--- config.mk ---
export PLATFORM = sky130hd
export DESIGN_NAME = signed_div_seq
export DESIGN_NICKNAME = d
export VERILOG_FILES = /design/src/rtl/signed_div_seq_pkg.sv /design/src/rtl/AbsoluteValue.sv /design/src/rtl/GiveSign.sv /design/src/rtl/signed_div_seq_div_step.sv /design/src/rtl/signed_div_seq.sv
export SDC_FILE = /design/constraint.sdc
export NUM_CORES = 1
export LEC_CHECK = 0
export BUFFER_PORTS_ARGS = -buffer_cell sky130_fd_sc_hd__clkbuf_2
export CORE_UTILIZATION = 54
export DETAILED_ROUTE_END_ITERATION = 12
export PLACE_DENSITY = 0.75
export SETUP_SLACK_MARGIN = 0.5
export SKIP_LAST_GASP = 1
export SLEW_MARGIN = 20
export SYNTH_ARGS = -nofsm -noshare
export SYNTH_HDL_FRONTEND = slang
export SYNTH_SLANG_ARGS = --single-unit
--- constraint.sdc ---
create_clock -name clk -period 2.3 [get_ports clk]
set_input_delay 0.575 -clock clk [delete_from_list [all_inputs] [get_ports clk]]
set_output_delay 0.575 -clock clk [all_outputs]
set_load 0.1 [all_outputs]
--- src/rtl/signed_div_seq_pkg.sv ---
// Shared ALU package: FSM state encoding and default datapath width for the
// sequential signed divider.
package signed_div_seq_pkg;

  // Default operand / result width in bits.
  localparam int DEFAULT_WIDTH = 16;

  // Divider control states; IDLE must encode as zero.
  typedef enum logic [2:0] {
    IDLE = 3'd0,
    ABS  = 3'd1,
    ITER = 3'd2,
    SIGN = 3'd3,
    DONE = 3'd4
  } div_state_e;

endpackage

--- src/rtl/AbsoluteValue.sv ---
// Two's-complement magnitude. The result is read as unsigned, so the most
// negative input maps to 2^(W-1) without any special case.
module AbsoluteValue #(
  parameter int W = 16
) (
  input  logic [W-1:0] value_i,
  output logic [W-1:0] value_o
);

  assign value_o = value_i[W-1] ? (~value_i + 1'b1) : value_i;

endmodule

--- src/rtl/GiveSign.sv ---
// Applies a sign to a magnitude: negates (~x + 1, modulo 2^W) when requested.
module GiveSign #(
  parameter int W = 16
) (
  input  logic [W-1:0] value_i,
  input  logic         negate_i,
  output logic [W-1:0] value_o
);

  assign value_o = negate_i ? (~value_i + 1'b1) : value_i;

endmodule

--- src/rtl/signed_div_seq_div_step.sv ---
// One restoring-division step: shift in the next dividend bit, trial-subtract
// the divisor magnitude and keep the difference only when it is non-negative.
module div_step #(
  parameter int W = 16
) (
  input  logic [W:0]   rem_i,
  input  logic         bit_i,
  input  logic [W-1:0] dmag_i,
  output logic [W:0]   rem_o,
  output logic         qbit_o
);

  logic [W:0] shifted;
  logic [W:0] trial;

  assign shifted = {rem_i[W-1:0], bit_i};
  // The partial remainder always stays below the divisor, so rem_i[W] is zero
  // in operation; folding it in keeps the compare correct for any input.
  assign qbit_o  = rem_i[W] | (shifted >= {1'b0, dmag_i});
  assign trial   = shifted - {1'b0, dmag_i};
  assign rem_o   = qbit_o ? trial : shifted;

endmodule

--- src/rtl/signed_div_seq.sv ---
// Sequential signed divider (truncating toward zero) with valid/ready
// handshakes. Operands are converted to magnitudes, divided with l restoring
// steps, then the quotient and remainder signs are reapplied.
module signed_div_seq
  import signed_div_seq_pkg::*;
#(
  parameter int l = DEFAULT_WIDTH
) (
  input  logic         clk,
  input  logic         rst_n,
  input  logic         in_valid,
  output logic         in_ready,
  input  logic [l-1:0] dividend,
  input  logic [l-1:0] divisor,
  output logic         out_valid,
  input  logic         out_ready,
  output logic [l-1:0] quotient,
  output logic [l-1:0] remainder,
  output logic         div0,
  output logic         ovf
);

  localparam int CW = (l > 1) ? $clog2(l) : 1;
  localparam logic [CW-1:0] CNT_LAST = CW'(l - 1);
  localparam logic [l-1:0]  MIN_VAL  = {1'b1, {(l-1){1'b0}}};

  div_state_e  state_q;
  logic        in_ready_q;
  logic        out_valid_q;
  logic [l-1:0] quotient_q;
  logic [l-1:0] remainder_q;
  logic        div0_q;
  logic        ovf_q;
  logic [CW-1:0] cnt_q;
  logic [l-1:0] dividend_q;
  logic [l-1:0] divisor_q;
  logic        sq_q;
  logic        sr_q;
  // Holds the dividend magnitude; quotient bits shift in from the LSB as
  // dividend bits leave from the MSB, so it ends up holding |quotient|.
  logic [l-1:0] a_q;
  logic [l-1:0] dmag_q;
  logic [l:0]   rem_q;

  logic [l-1:0] dividend_abs;
  logic [l-1:0] divisor_abs;
  logic [l:0]   step_rem;
  logic         step_qbit;
  logic [l-1:0] q_signed;
  logic [l-1:0] r_signed;

  AbsoluteValue #(.W(l)) u_abs_dividend (
    .value_i (dividend_q),
    .value_o (dividend_abs)
  );

  AbsoluteValue #(.W(l)) u_abs_divisor (
    .value_i (divisor_q),
    .value_o (divisor_abs)
  );

  div_step #(.W(l)) u_step (
    .rem_i  (rem_q),
    .bit_i  (a_q[l-1]),
    .dmag_i (dmag_q),
    .rem_o  (step_rem),
    .qbit_o (step_qbit)
  );

  GiveSign #(.W(l)) u_sign_quotient (
    .value_i  (a_q),
    .negate_i (sq_q),
    .value_o  (q_signed)
  );

  GiveSign #(.W(l)) u_sign_remainder (
    .value_i  (rem_q[l-1:0]),
    .negate_i (sr_q),
    .value_o  (r_signed)
  );

  // Control FSM and datapath registers, with all handshake outputs registered.
  always_ff @(posedge clk or negedge rst_n) begin
    if (!rst_n) begin
      state_q     <= IDLE;
      in_ready_q  <= 1'b1;
      out_valid_q <= 1'b0;
      quotient_q  <= '0;
      remainder_q <= '0;
      div0_q      <= 1'b0;
      ovf_q       <= 1'b0;
      cnt_q       <= '0;
      dividend_q  <= '0;
      divisor_q   <= '0;
      sq_q        <= 1'b0;
      sr_q        <= 1'b0;
      a_q         <= '0;
      dmag_q      <= '0;
      rem_q       <= '0;
    end else begin
      case (state_q)
        IDLE: begin
          if (in_valid && in_ready_q) begin
            dividend_q <= dividend;
            divisor_q  <= divisor;
            sq_q       <= dividend[l-1] ^ divisor[l-1];
            sr_q       <= dividend[l-1];
            div0_q     <= 1'b0;
            ovf_q      <= 1'b0;
            in_ready_q <= 1'b0;
            state_q    <= ABS;
          end
        end
        ABS: begin
          a_q    <= dividend_abs;
          dmag_q <= divisor_abs;
          rem_q  <= '0;
          cnt_q  <= CNT_LAST;
          ovf_q  <= (dividend_q == MIN_VAL) && (divisor_q == '1);
          if (divisor_q == '0) begin
            div0_q      <= 1'b1;
            quotient_q  <= '1;
            remainder_q <= dividend_q;
            state_q     <= DONE;
          end else begin
            state_q <= ITER;
          end
        end
        ITER: begin
          rem_q <= step_rem;
          a_q   <= {a_q[l-2:0], step_qbit};
          if (cnt_q == '0) begin
            state_q <= SIGN;
          end else begin
            cnt_q <= cnt_q - 1'b1;
          end
        end
        SIGN: begin
          quotient_q  <= q_signed;
          remainder_q <= r_signed;
          out_valid_q <= 1'b1;
          state_q     <= DONE;
        end
        DONE: begin
          // Divide-by-zero arrives here straight from ABS with out_valid low;
          // raising it one cycle later fixes that path's latency at two cycles.
          if (!out_valid_q) begin
            out_valid_q <= 1'b1;
          end else if (out_ready) begin
            out_valid_q <= 1'b0;
            in_ready_q  <= 1'b1;
            state_q     <= IDLE;
          end
        end
        default: begin
          out_valid_q <= 1'b0;
          in_ready_q  <= 1'b1;
          state_q     <= IDLE;
        end
      endcase
    end
  end

  assign in_ready  = in_ready_q;
  assign out_valid = out_valid_q;
  assign quotient  = quotient_q;
  assign remainder = remainder_q;
  assign div0      = div0_q;
  assign ovf       = ovf_q;

endmodule

== Word level (Yosys, flattened, before mapping) ==
Cells that the tools add are included.
Widths: inputs -> output; s select.
Word-level totals
  register bits: 126
  latch bits: 0
  RAM bits: 0
  memory bits (read-only): 0
  input port bits: 36
  word-level logic and storage cells: 87
  memories: 0
Cells by class
  $add $sub $neg: 6
  multiply operators: 0
  divide/modulo/power cells: 0
  magnitude comparators: 1
  equality and inequality tests: 12
  shift operators: 0
  muxes and demuxes: 29
  bitwise gates (word level): 7
  reductions and logical operators: 17
Operators with widths (count)
  $mux 16: 6
  $pmux 16 s2: 3
  $add 16x1->16 const B: 4
  $not 16->16: 4
  $pmux 17 s2: 1
  $eq 16x16->1 const B: 2
  $ge 17x16->1: 1
  $mux 17: 1
  $sub 17x16->17: 1
  $logic_not 16->1: 1
  $mux 3: 5
  $pmux 3 s5: 1
  $ne 2x2->1 const B: 6
  $pmux 4 s2: 1
  $reduce_and 2->1: 4
  $reduce_and 4->1: 2
  $eq 3x2->1 const B: 2
  $mux 1: 6
  $pmux 1 s3: 2
  $reduce_bool 2->1: 3
  $reduce_or 3->1: 2
  $logic_not 4->1: 1
  $mux 4: 1
  $pmux 1 s2: 2
  other kinds (9): 10

== Depth between registers and ports, before layout ==
  word-level depth: 4
  gate-level depth with buffers: 11
  depth with buffers taken out: 10

== By module ==
A second synthesis with hierarchy kept.
Unflattened totals
  cell total of the unflattened synthesis: 810
  area total of the unflattened synthesis: 7992.7 um2
By module, submodules not included
  signed_div_seq: times used 1, cells each 446, area an instance 5313.8 um2, seq. area each 3129.3 um2
  div_step: times used 1, cells each 174, area an instance 1282.5 um2, seq. area each 0.0 um2
  AbsoluteValue: times used 2, cells each 48, area an instance 365.4 um2, seq. area each 0.0 um2
  GiveSign: times used 2, cells each 47, area an instance 332.8 um2, seq. area each 0.0 um2

== Least setup slack after synthesis ==
OpenSTA, ideal clock, no wires.
  kind: reg2reg
  start point: register rem_q[2]
  end point: register rem_q[15]
  setup time: 121 ps
  arrival time: 2357 ps
  data required time: 2179 ps
  path slack: -178 ps
  stages on the path, launching flop included: 10
  path buffers: 2
  cells stage by stage: dfrtp_1 ha_1 o211ai_1 a21o_1 a2111oi_0 o31a_1 buf_2 buf_2 o211ai_1 a22o_1
On the way
  cells in the longest elaborated chain, start to end: 4
RTL lines
  start: declaration: RTL line signed_div_seq.sv:43  | logic [l:0] rem_q;
  start signal: assignment: RTL line signed_div_seq.sv:130  | rem_q <= step_rem;
  $ge 17x16->1: RTL line signed_div_seq_div_step.sv:19  | assign qbit_o = rem_i[W] | (shifted >= {1'b0, dmag_i});
  $or 1x1->1: RTL line signed_div_seq_div_step.sv:19
  $mux 17 *: RTL line signed_div_seq_div_step.sv:21  | assign rem_o = qbit_o ? trial : shifted;
  $pmux 17 s2 *: RTL line signed_div_seq.sv:101  | case (state_q)
Mark *: on every way between the ends. The rest lies on a longest branch, timed or not.
A chain may end at the register's enable or synchronous reset.

== Worst setup path after layout ==
  start point: register divisor_q[0]
  end point: register dmag_q[8]
On the way
  cells in the longest elaborated chain, start to end: 3
RTL lines
  start: declaration: RTL line signed_div_seq.sv:36  | logic [l-1:0] divisor_q;
  start signal: assignment: RTL line signed_div_seq.sv:105  | divisor_q <= divisor;
  $not 16->16: RTL line AbsoluteValue.sv:10  | assign value_o = value_i[W-1] ? (~value_i + 1'b1) : value_i;
  $add 16x1->16: RTL line AbsoluteValue.sv:10
  $mux 16: RTL line AbsoluteValue.sv:10
  end signal: assignment: RTL line signed_div_seq.sv:116  | dmag_q <= divisor_abs;
  end: declaration: RTL line signed_div_seq.sv:42  | logic [l-1:0] dmag_q;
Every way passes these cells.

==> flow_summary.json <==
{
  "worstSetupEndpointType": "flip-flop",
  "drive_above_1_share": 0.390,
  "fin_ws_ns": -0.136,
  "clock_latency_ns": 0.44,
  "place_inst": 1092,
  "cp_slowest_cell": "dfrtp_1",
  "finalHoldViolCount": 0,
  "num_vias": 7440,
  "fp.dieH_um": 119,
  "synth_edf_count": 0,
  "first_pass_iters": 6,
  "area_delta_synth_final_pct": 41.3,
  "post_drt_wl_per_cell_um": 21.2,
  "drc": 0,
  "rsz0062_at_grt": "true",
  "worst_hold_path_type": "in2async",
  "cts_tree": "done",
  "cts_htree_levels": 4,
  "detail-route-antenna-nets": 0,
  "port_buffers": 71,
  "grt.total_usage": 0.341,
  "failed_checks": "setup timing",
  "place_hpwl_um": 15400,
  "synth_cells": 813,
  "nNetsFinal": 1039,
  "gp_congestion": 0.923,
  "insertedDiodeCount": 0,
  "crit_path_max_incr_delay_ns": 0.39,
  "dieArea_um2": 14200,
  "synth_cell_type_count": 68,
  "cts_made_buffers": 17,
  "cp_data_arrival_time_ns": 2.72,
  "start_kind": "flip-flop",
  "boundaryPins": 72,
  "ys_seq_elements": 125,
  "critPathTopFamily": "simple AND/OR/NAND/NOR gates",
  "fin_crit_ns": 2.44,
  "crit_fanout": 2,
  "clock_sinks": 125,
  "yosysSeqAreaShare": 0.424,
  "whs_ns": 0.146,
  "worstPathRequired_ns": 2.58,
  "core-area_um2": 13300,
  "antenna_found_initial": 0,
  "final_cells": 1169,
  "synthArstFlopShare": 1.00,
  "viasPerCell": 6.36,
  "wirelength_um": 24800,
  "placementRows": 42,
  "critPathKind": "reg2reg",
  "netlist_area_um2": 7390,
  "grt_overflow": 0,
  "fin_crit_sh": 1.06,
  "ys_warn_count": 0,
  "syn_nets": 872,
  "synth_ff_type": "dfrtp_1",
  "start_util": 0.556,
  "setup_violations": 41,
  "path_clk_slew_ns": 0.06,
  "root_buffer": "clkbuf_16",
  "path_cells": "inv_2 > ha_4 > or3b_4 > buf_4 > buf_6 > buf_6 > or3_4 > o31a_1 > xnor2_1 > o21ai_1",
  "cts_buffer_depth": 2,
  "drv_cap": 0,
  "final.setup_skew_ns": 0.0103,
  "hold_buffers": 0,
  "grt_pass1_vias": 7212,
  "critPathBufInv": 4,
  "outcome": "finished, violations left",
  "drtIter0Drc": 647,
  "fmax_mhz": 410,
  "die_w_um": 119,
  "syn_avg_cell_area_um2": 9.09,
  "fin_util": 0.785,
  "grt_pass1_wl_um": 37100,
  "maxSlewHeadroom": 0.511,
  "grt_max_degree": 52,
  "worstMarginPinSlew_ns": 0.727,
  "cp_common_cell": "buf_6",
  "slew_violations": 0
}
## through the flow
step / setup TNS [ns] / worst slack, ns / cell area, um2
2_1_floorplan: 0 / 0.0273 / 7650
3_3_place_gp: 0 / 0.0213 / 8630
3_5_place_dp: -0.367 / -0.0647 / 8630
4_1_cts: -0.00997 / -0.00455 / 10100
5_1_grt: -5.68 / -0.197 / 10400
6_report: -2.03 / -0.136 / 10400
## area by class of cell
cell class,instances,area (um2)
clock buffers,21,440
clock inverters,11,120
fillers,807,2860
inverters,33,124
multi-input cells,601,4710
flip-flops and latches,125,3140
well taps,176,220
repair buffers,202,1690
## flip-flops by register name, summed over array words and instances (netlist names)
name,flops
in_ready,1
ovf,1
dmag_q,16
dividend_q,16
rem_q,17
quotient,16
sq_q,1
state_q,3
div0,1
a_q,16
remainder,16
divisor_q,16
out_valid,1
cnt_q,4
## logic make-up after synthesis
| group | count (synthesis) | synth area share |
|---|---|---|
| simple gates | 250 | 0.164 |
| compound gates | 232 | 0.202 |
| flops | 125 | 0.424 |
| buf+inv | 88 | 0.0478 |
| xor+xnor | 62 | 0.0735 |
| mux | 33 | 0.0495 |
| fa+ha+maj | 23 | 0.0400 |
## metal layers
layer,GRT usage,wire (um),vias to the layer above
met5,0,0,-
met4,0.156,1110,0
met3,0.0733,2200,96
met2,0.567,12000,417
met1,0.425,9470,3666
li1,-,-,3261
## cells in the final DEF (no fill, tap or decap), types with 12 or more instances in the layout
cell       count
dfrtp_1      120
nand2_1       95
buf_4         94
o21ai_0       47
clkbuf_4      35
clkbuf_2      34
nor2_1        32
xor2_1        32
a21oi_1       31
xnor2_1       30
mux2_2        28
inv_1         27
buf_6         26
clkbuf_16     19
o211ai_1      16
a21oi_2       15
nor3_4        14
o31ai_1       14
a22oi_1       12
ha_1          12
## worst register-to-register path, stage by stage (launching register included)
cell     delay, ns
dfrtp_1       0.39
inv_2         0.10
ha_4          0.14
or3b_4        0.38
buf_4         0.15
buf_6         0.10
buf_6         0.10
or3_4         0.33
o31a_1        0.27
xnor2_1       0.21
o21ai_1       0.11
## synthesized netlist by cell type, types with 12 or more instances
cell	count	area, um2
nor3_1	24	120
xnor2_1	30	263
o211ai_1	16	120
a21oi_1	48	240
nand2_1	107	402
mux2_2	28	315
xor2_1	32	280
o31ai_1	18	135
o21ai_0	63	315
clkbuf_1	39	146
dfrtp_1	124	3100
ha_1	22	275
nor2_1	43	161
a31oi_1	14	87.6
a22oi_1	12	90.1
inv_1	33	124
## what timing repair did
item                       in CTS  in global routing
setup endpoints to repair     118                 81
gates resized for setup       146                 58
setup buffers                  24                 14
pin swaps                      35                 29
gates cloned                    6                  1
## path summary, 6_finish.rpt
check                              from            end  slack, ns  depth (start not counted)
min reg2reg                  dmag_q[10]     dmag_q[10]       0.49                          2
max                        divisor_q[0]      dmag_q[8]      -0.14                         10
max in group asynchronous         rst_n     dmag_q[11]       1.50                          2
min in group clk            dividend[0]  dividend_q[0]       0.36                          3
min                               rst_n         a_q[2]       0.15                          1
max reg2reg                divisor_q[0]      dmag_q[8]      -0.14                         10
Power is left out: the tool's default activity adds up to more than one toggle a clock period on the data nets, which glitch-free logic cannot reach.
